### src/rtl/code_led_driver_pkg.sv
// Shared definitions for the push-button code LED driver: code set, decode table, FSM states.
package code_led_driver_pkg;

   localparam int unsigned CODE_W     = 4;
   localparam int unsigned LED_W      = 8;
   localparam int unsigned FIFO_DEPTH = 4;
   localparam int unsigned PTR_W      = 2;
   localparam int unsigned LEVEL_W    = 3;

   localparam logic [CODE_W-1:0] CODE_L0    = 4'b1110;
   localparam logic [CODE_W-1:0] CODE_L1    = 4'b1101;
   localparam logic [CODE_W-1:0] CODE_L2    = 4'b1100;
   localparam logic [CODE_W-1:0] CODE_L3    = 4'b1011;
   localparam logic [CODE_W-1:0] CODE_L4    = 4'b1010;
   localparam logic [CODE_W-1:0] CODE_L5    = 4'b1001;
   localparam logic [CODE_W-1:0] CODE_L6    = 4'b1000;
   localparam logic [CODE_W-1:0] CODE_L7    = 4'b0111;
   localparam logic [CODE_W-1:0] CODE_BLANK = 4'b1111;

   typedef enum logic {
      IDLE = 1'b0,
      SHOW = 1'b1
   } state_t;

   // Everything from 0111 upward is in the code set; 0000..0110 are rejected.
   function automatic logic code_legal(input logic [CODE_W-1:0] c);
      return c >= CODE_L7;
   endfunction

   function automatic logic [LED_W-1:0] decode(input logic [CODE_W-1:0] c);
      case (c)
         CODE_L0:    decode = 8'hFE;
         CODE_L1:    decode = 8'hFD;
         CODE_L2:    decode = 8'hFB;
         CODE_L3:    decode = 8'hF7;
         CODE_L4:    decode = 8'hEF;
         CODE_L5:    decode = 8'hDF;
         CODE_L6:    decode = 8'hBF;
         CODE_L7:    decode = 8'h7F;
         CODE_BLANK: decode = 8'hFF;
         default:    decode = 8'hFF;
      endcase
   endfunction

endpackage

### src/rtl/code_fifo.sv
// 4-deep, 4-bit code FIFO; flags are registered and next occupancy is exported for look-ahead.
module code_fifo
   import code_led_driver_pkg::*;
(
   input  logic               clk,
   input  logic               reset,
   input  logic               push,
   input  logic               pop,
   input  logic [CODE_W-1:0]  wr_data,
   output logic [CODE_W-1:0]  rd_data_c,
   output logic [LEVEL_W-1:0] level_next_c,
   output logic               full,
   output logic               empty
);

   logic [CODE_W-1:0]  mem [FIFO_DEPTH];
   logic [PTR_W-1:0]   wr_ptr;
   logic [PTR_W-1:0]   rd_ptr;
   logic [LEVEL_W-1:0] level;
   logic               do_push_c;
   logic               do_pop_c;

   assign do_push_c    = push && !full;
   assign do_pop_c     = pop && !empty;
   assign level_next_c = level + LEVEL_W'(do_push_c) - LEVEL_W'(do_pop_c);
   assign rd_data_c    = mem[rd_ptr];

   // Pointers, occupancy and flags.
   always_ff @(posedge clk or negedge reset) begin
      if (!reset) begin
         wr_ptr <= '0;
         rd_ptr <= '0;
         level  <= '0;
         full   <= 1'b0;
         empty  <= 1'b1;
      end else begin
         if (do_push_c) wr_ptr <= wr_ptr + PTR_W'(1);
         if (do_pop_c)  rd_ptr <= rd_ptr + PTR_W'(1);
         level <= level_next_c;
         full  <= level_next_c == LEVEL_W'(FIFO_DEPTH);
         empty <= level_next_c == '0;
      end
   end

   always_ff @(posedge clk) begin
      if (do_push_c) mem[wr_ptr] <= wr_data;
   end

endmodule

### src/rtl/code_led_driver.sv
// Queues push-button codes and shows each on an active-low one-hot LED bank for a fixed number of ticks.
module code_led_driver
   import code_led_driver_pkg::*;
#(
   parameter int unsigned CLK_DIV     = 2000,
   parameter int unsigned DWELL_TICKS = 250
)
(
   input  logic       clk,
   input  logic       reset,
   input  logic       code_valid,
   input  logic [3:0] code,
   output logic       code_ready,
   output logic [7:0] out_n,
   output logic       busy,
   output logic       err
);

   localparam int unsigned CNT_W = 16;

   logic [CNT_W-1:0]   pre_cnt;
   logic [CNT_W-1:0]   dwell;
   logic [CNT_W-1:0]   dwell_next_c;
   logic               tick_c;
   logic               accept_c;
   logic               legal_c;
   logic               push_c;
   logic               pop_c;
   logic               fifo_full;
   logic               fifo_empty;
   logic [CODE_W-1:0]  head_c;
   logic [LEVEL_W-1:0] level_next_c;
   state_t             state;
   state_t             state_next_c;

   assign tick_c   = pre_cnt == CNT_W'(CLK_DIV - 1);
   assign accept_c = code_valid && code_ready;
   assign legal_c  = code_legal(code);
   assign push_c   = accept_c && legal_c && !fifo_full;

   // Free-running tick prescaler.
   always_ff @(posedge clk or negedge reset) begin
      if (!reset)      pre_cnt <= '0;
      else if (tick_c) pre_cnt <= '0;
      else             pre_cnt <= pre_cnt + CNT_W'(1);
   end

   code_fifo u_fifo (
      .clk          (clk),
      .reset        (reset),
      .push         (push_c),
      .pop          (pop_c),
      .wr_data      (code),
      .rd_data_c    (head_c),
      .level_next_c (level_next_c),
      .full         (fifo_full),
      .empty        (fifo_empty)
   );

   always_ff @(posedge clk or negedge reset) begin
      if (!reset) state <= IDLE;
      else        state <= state_next_c;
   end

   always_comb begin
      state_next_c = state;
      case (state)
         IDLE: if (!fifo_empty) state_next_c = SHOW;
         SHOW: if (tick_c && dwell == CNT_W'(DWELL_TICKS - 1)) state_next_c = IDLE;
         default: state_next_c = IDLE;
      endcase
   end

   always_comb begin
      pop_c        = 1'b0;
      dwell_next_c = dwell;
      case (state)
         IDLE: if (!fifo_empty) begin
            pop_c        = 1'b1;
            dwell_next_c = '0;
         end
         SHOW: if (tick_c) dwell_next_c = dwell + CNT_W'(1);
         default: ;
      endcase
   end

   // Registered outputs use next-cycle occupancy/state so they match the FIFO and FSM exactly.
   always_ff @(posedge clk or negedge reset) begin
      if (!reset) begin
         dwell      <= '0;
         out_n      <= 8'hFF;
         code_ready <= 1'b0;
         busy       <= 1'b0;
         err        <= 1'b0;
      end else begin
         dwell      <= dwell_next_c;
         if (pop_c) out_n <= decode(head_c);
         code_ready <= level_next_c != LEVEL_W'(FIFO_DEPTH);
         busy       <= (state_next_c == SHOW) || (level_next_c != '0);
         err        <= accept_c && !legal_c;
      end
   end

endmodule
### config.mk
export PLATFORM = sky130hd
export DESIGN_NAME = code_led_driver
export DESIGN_NICKNAME = d
export VERILOG_FILES = /design/src/rtl/code_led_driver_pkg.sv /design/src/rtl/code_fifo.sv /design/src/rtl/code_led_driver.sv
export SDC_FILE = /design/constraint.sdc
export NUM_CORES = 1
export LEC_CHECK = 0
export BUFFER_PORTS_ARGS = -buffer_cell sky130_fd_sc_hd__buf_2
export CORE_ASPECT_RATIO = 1.25
export CORE_MARGIN = 2
export CORE_UTILIZATION = 51
export DETAILED_ROUTE_END_ITERATION = 6
export PLACE_DENSITY = 0.66
export SLEW_MARGIN = 0
export SYNTH_ARGS = -nofsm -noshare
export SYNTH_HDL_FRONTEND = slang
export SYNTH_HIERARCHICAL = 1
export SYNTH_SLANG_ARGS = --single-unit
### constraint.sdc
create_clock -name clk -period 7.2 [get_ports clk]
set_input_delay 0.72 -clock clk [delete_from_list [all_inputs] [get_ports clk]]
set_output_delay 0.72 -clock clk [all_outputs]
set_load 0.05 [all_outputs]
# After elaboration in Yosys (flattened, before gate mapping)
# Memories as Yosys holds them, arrays and structs flattened. A register that Yosys moved wholly into a read port is not among the register bits.
# Cells that the tools add are included.
# W data, S select, Z words.
# totals
register_bits,45
ram_bits,16
romBits,128
input_bits,7
wordCells,52
memories,2
# op_classes
addsub,6
magnitude_cmp,1
eq_ne,6
mux,10
bitwise_logic,1
reduce_logical,15
# mem_list
name,words,word_bits,rd,rd_clocked_by_memory_dff,write_ports,line_no,source
(name not given),16,8,1,1,0,code_led_driver_pkg.sv:31,case (c)
u_fifo.mem,4,4,1,0,1,code_fifo.sv:16,logic [CODE_W-1:0] mem [FIFO_DEPTH];
# op_table
operator,n
$mux W16,3
$add A16 B1 Y16 const B,2
$pmux W16 S2,1
$eq A16 B11 Y1 const B,1
$eq A16 B8 Y1 const B,1
$logic_and A1 B1 Y1,7
$mux W1,5
$add A2 B1 Y2 const B,2
$ge A4 B3 Y1 const B,1
$logic_not A1 Y1,4
$ne A2 B2 Y1 const B,2
$add A3 B1 Y3,1
$eq A3 B3 Y1 const B,1
$logic_not A3 Y1,1
$ne A3 B3 Y1 const B,1
$reduce_bool A3 Y1,1
$sub A3 B1 Y3,1
$pmux W1 S2,1
$reduce_and A2 Y1,1
$logic_or A1 B1 Y1,1
$not A1 Y1,1

# Depth between registers and ports, before layout
# depth
depth_word,8
mapped_depth,12
ltp_nobuf,12

# Modules after synthesis
# Netlist, hierarchy kept.
# modules_own_cells
mod,instances,cells_each,area_each_um2
code_led_driver,1,234,2267.2
code_fifo,1,57,1053.5

# Worst setup path before layout
# OpenSTA, ideal clock, no wires.
# synth_path
path_kind,input to register
start,input code[1]
end,register busy
setup_time_ns,0.138
arrival_ns,2.951
required_ns,7.062
setup_slack_ns,4.111
stages,11
cell_sequence,a31oi_1 -> nor3_1 -> nor2b_2 -> inv_1 -> ha_1 -> inv_1 -> ha_1 -> inv_1 -> fa_1 -> xor3_2 -> or4_1
# synth_via
elab_chain_len,8
# synth_lines
item,line_no,source
from (decl),code_led_driver.sv:12,"input logic [3:0] code,"
$ge A4 B3 Y1,code_led_driver_pkg.sv:27,return c >= CODE_L7;
$logic_and A1 B1 Y1 (2 in a row),code_led_driver.sv:39,assign push_c = accept_c && legal_c && !fifo_full;
net push_c,code_led_driver.sv:27,logic push_c;
$logic_and A1 B1 Y1,code_fifo.sv:23,assign do_push_c = push && !full;
$add A3 B1 Y3,code_fifo.sv:25,assign level_next_c = level + LEVEL_W'(do_push_c) - LEVEL_W'(do_pop_c);
$sub A3 B1 Y3,code_fifo.sv:25,
net level_next_c[2],code_led_driver.sv:32,logic [LEVEL_W-1:0] level_next_c;
$reduce_bool A3 Y1,code_led_driver.sv:99,busy <= (state_next_c == SHOW) || (level_next_c != '0);
$logic_or A1 B1 Y1,code_led_driver.sv:99,
to (signal assigned),code_led_driver.sv:99,
to (decl),code_led_driver.sv:15,"output logic busy,"
# The timed path passes the listed nets, and every way through them passes these cells.
# A chain may end at the register's enable or synchronous reset.

# Final worst setup path
# layout_path
start,register state
end,register busy
# layout_via
elab_chain_len,5
# layout_lines
item,line_no,source
from (decl),code_led_driver.sv:33,state_t state;
from (signal assigned),code_led_driver.sv:62,else state <= state_next_c;
$mux W1,code_led_driver.sv:77,case (state)
net pop_c,code_led_driver.sv:28,logic pop_c;
$logic_and A1 B1 Y1,code_fifo.sv:24,assign do_pop_c = pop && !empty;
net u_fifo.do_pop_c,code_fifo.sv:21,logic do_pop_c;
$sub A3 B1 Y3,code_fifo.sv:25,
net level_next_c[2],code_led_driver.sv:32,
$reduce_bool A3 Y1,code_led_driver.sv:99,
$logic_or A1 B1 Y1,code_led_driver.sv:99,
# The timed path passes the listed nets, and every way through them passes these cells.

==> metrics.txt <==
peak supply drop=0.199 mV; WL per Instance=about 15 µm; Final period util=0.479; Post-layout nets=329; total wire length=between 6000 and 7000 µm; Final Total Pwr=roughly 1100 µW; pre-CTS WS=between 3000 and 4000 ps; clock share of power=0.285; dpl cells=386; GRT Resource Usage Total=0.191; main flop type after synthesis=dfrtp_1; crit path launch=state; first-pass GRT wire length=10600 µm; gr ovfl total=0; Comb pwr share=0.240; sequential power share=0.475; CP endpoint kind=flip-flop; Max Clock Skew=about 13 ps; DIE AREA=slightly above 0.007 mm²; DRC viols=0; Ys Warns=6; Clock Tree Buf Depth=2; Die Span X=approximately 76 µm; # IOs=18; Post-Syn Area=0.00332 mm²; R2R Path End=busy; final non-filler cell total=402; vias in the first global route=roughly 2200; Clk Latency, worst-skew pair=approximately 340 ps; run status=finished clean; Crit Path Max Fanout=17; Row Count=32; chip height=~94 µm; Post-synth EDFFs=16; post-synth top area share=0.332; ANT nets after route=0; TritonRoute pass-1 iters=4; list of most frequent post-synthesis cells=44 x dfrtp_1, 22 x inv_1, 19 x nor2_1; Syn Inst Count=between 200 and 300; worst r2r src=state; IO Port Bufs=17; met1 Usage GRT=0.237; share of layout cells above drive strength 1=0.174; Final Max Tran Viols=0; worst hold path class=in -> async; Setup WS post-layout=between 3000 and 4000 ps; asr flop ratio synth=0.768; Resized Gates After CTS=0; setup repair bufs after CTS=0; crit-path cells=or2_1, inv_2, nor2b_1, ha_1, inv_1, ha_1, inv_1, fa_1, xor3_2, or4_1; Syn Nets=308; Lkg Pwr=approximately 0.0015 µW; min Tclk post-route=between 3000 and 4000 ps; switching pwr=about 340 µW; Clock Pin Slew Worst Setup and Hold Paths=approximately 70 ps; initial antenna violation count=0; CTS tree=yes; GR peak layer=met2; routing usage on met3=0.0356; RSZ-0062 raised after global routing=no; Unique masters post-synth=50; Max Clock Freq=0.290 GHz; hold buffer count at CTS=0; pwr dens=between 200 and 300 mW/mm²; Req. time, crit path=around 7400 ps; Num CTS Buffers=9; syn_area_per_cell=~11 µm²; setup violators final=0; Area contributors post-synth=dfrtp_1 33%, edfxtp_1 14%, dfstp_2 7.1%; slowest CP cell=dfrtp_1; post-DP HPWL=4400 µm; GPL Wtd Cong=between 0.7 and 0.8; met2 GRT Util=0.322; Core ar.=0.00625 mm²; Worst-Margin Slew=approximately 800 ps; most common cell in the netlist=dfrtp_1; register area share after synthesis=0.547; routed vias/inst=5.59; H-tree level count=3; total number of vias=about 2200; MaxCap Viol Count=0; R2R depth=10; Int Pwr=~720 µW; hold_ws=around 350 ps; critical path launch point type=flip-flop; Critical Path AT=roughly 3700 ps; largest net degree at the start of global routing=34; register bit total from synthesis=69; Slew HR=0.468; FF-to-FF setup slack=between 3000 and 4000 ps; dominant cell type by area after synthesis=dfrtp_1; area delta synth->final=10.6%; CP peak stage delay=680 ps; Final Hold Viols=0; Initial Utilization=0.532; switch share=0.321; Ant. Diodes=0; Starting DRT DRC Count=about 220; clk sinks=69; Fin Setup TNS=0 ps; Clk Tree Root Cell=clkbuf_8; critical path class=reg -> reg
worst max path at each step:
| stage | slack, ps | cells past startpoint | end |
|---|---|---|---|
| final | 3750 | 10 | busy |
| after global routing | 3460 | 10 | busy |
| after CTS | 3740 | 10 | busy |
| after detailed placement | 3730 | 10 | busy |
| after global placement | 3820 | 10 | busy |
| after floorplan | 4110 | 11 | busy |
critical path: cells and delay by family, from the launching register on:
family	cells	cell delay, ps
xor gates and xnor gates	1	430
adders and majority gates	3	750
buffers and inverters	3	260
DFF	1	680
and+or+nand+nor	3	1220
routing by layer:
metal	vias to the layer above	share of wire
met5	-	0
met3	8	0.025
met4	0	0.017
met1	1095	0.45
li1	1116	-
met2	27	0.51
cell usage in the layout, fill, tap and decap left out, types with 4 or more instances in the layout:
cell type,count
mux4_2,4
nor4_1,8
a31oi_1,6
buf_2,17
nand4_1,11
o21ai_1,11
dfrtp_1,44
nand3_1,15
o31a_1,4
edfxtp_1,16
nor2_1,19
xor2_1,8
and2_1,7
or4_1,9
nand2_1,13
inv_1,22
clkbuf_8,9
xnor2_1,9
o211ai_1,11
ha_1,9
nor3_1,10
dfstp_2,9
sequential cells by signal (all words and copies together) (netlist names), 2 cells and up:
name and cells:
dwell 16, out_n 8, pre_cnt 16, u_fifo/level 3
u_fifo/mem 16, u_fifo/rd_ptr 2, u_fifo/wr_ptr 2
metrics by stage:
step | area [µm²] | utilization
after floorplan | 3320 | -
after global placement | 3480 | 0.557
after detailed placement | 3480 | 0.557
after CTS | 3670 | 0.588
after global routing | 3670 | 0.588
final | 3670 | 0.588
power by group through the flow:
stage	Sequential [µW]	Combinational [µW]	Clock (µW)
2_1_floorplan	573	142	0
3_3_place_gp	513	253	0
3_5_place_dp	514	257	0
4_1_cts	506	258	309
5_1_grt	512	280	327
6_report	504	255	302
final cells by class:
| type | instances | area [µm²] |
|---|---|---|
| fillers | 544 | 2570 |
| clock inverters | 6 | 65.1 |
| inverters | 23 | 86.3 |
| multi-input cells | 191 | 1380 |
| repair buffers | 18 | 92.6 |
| clock buffers | 10 | 128 |
| well taps | 85 | 106 |
| flip-flops and latches | 69 | 1820 |
kinds of logic after synthesis:
kind of cell | count (synthesis) | share of synthesized area
compound gates | 44 | 0.0908
xor+xnor | 18 | 0.0524
fa+ha+maj | 10 | 0.0399
buf+inv | 31 | 0.0381
flops | 69 | 0.547
mux | 7 | 0.0365
simple gates | 112 | 0.195
(Power assumes the default switching activity.)
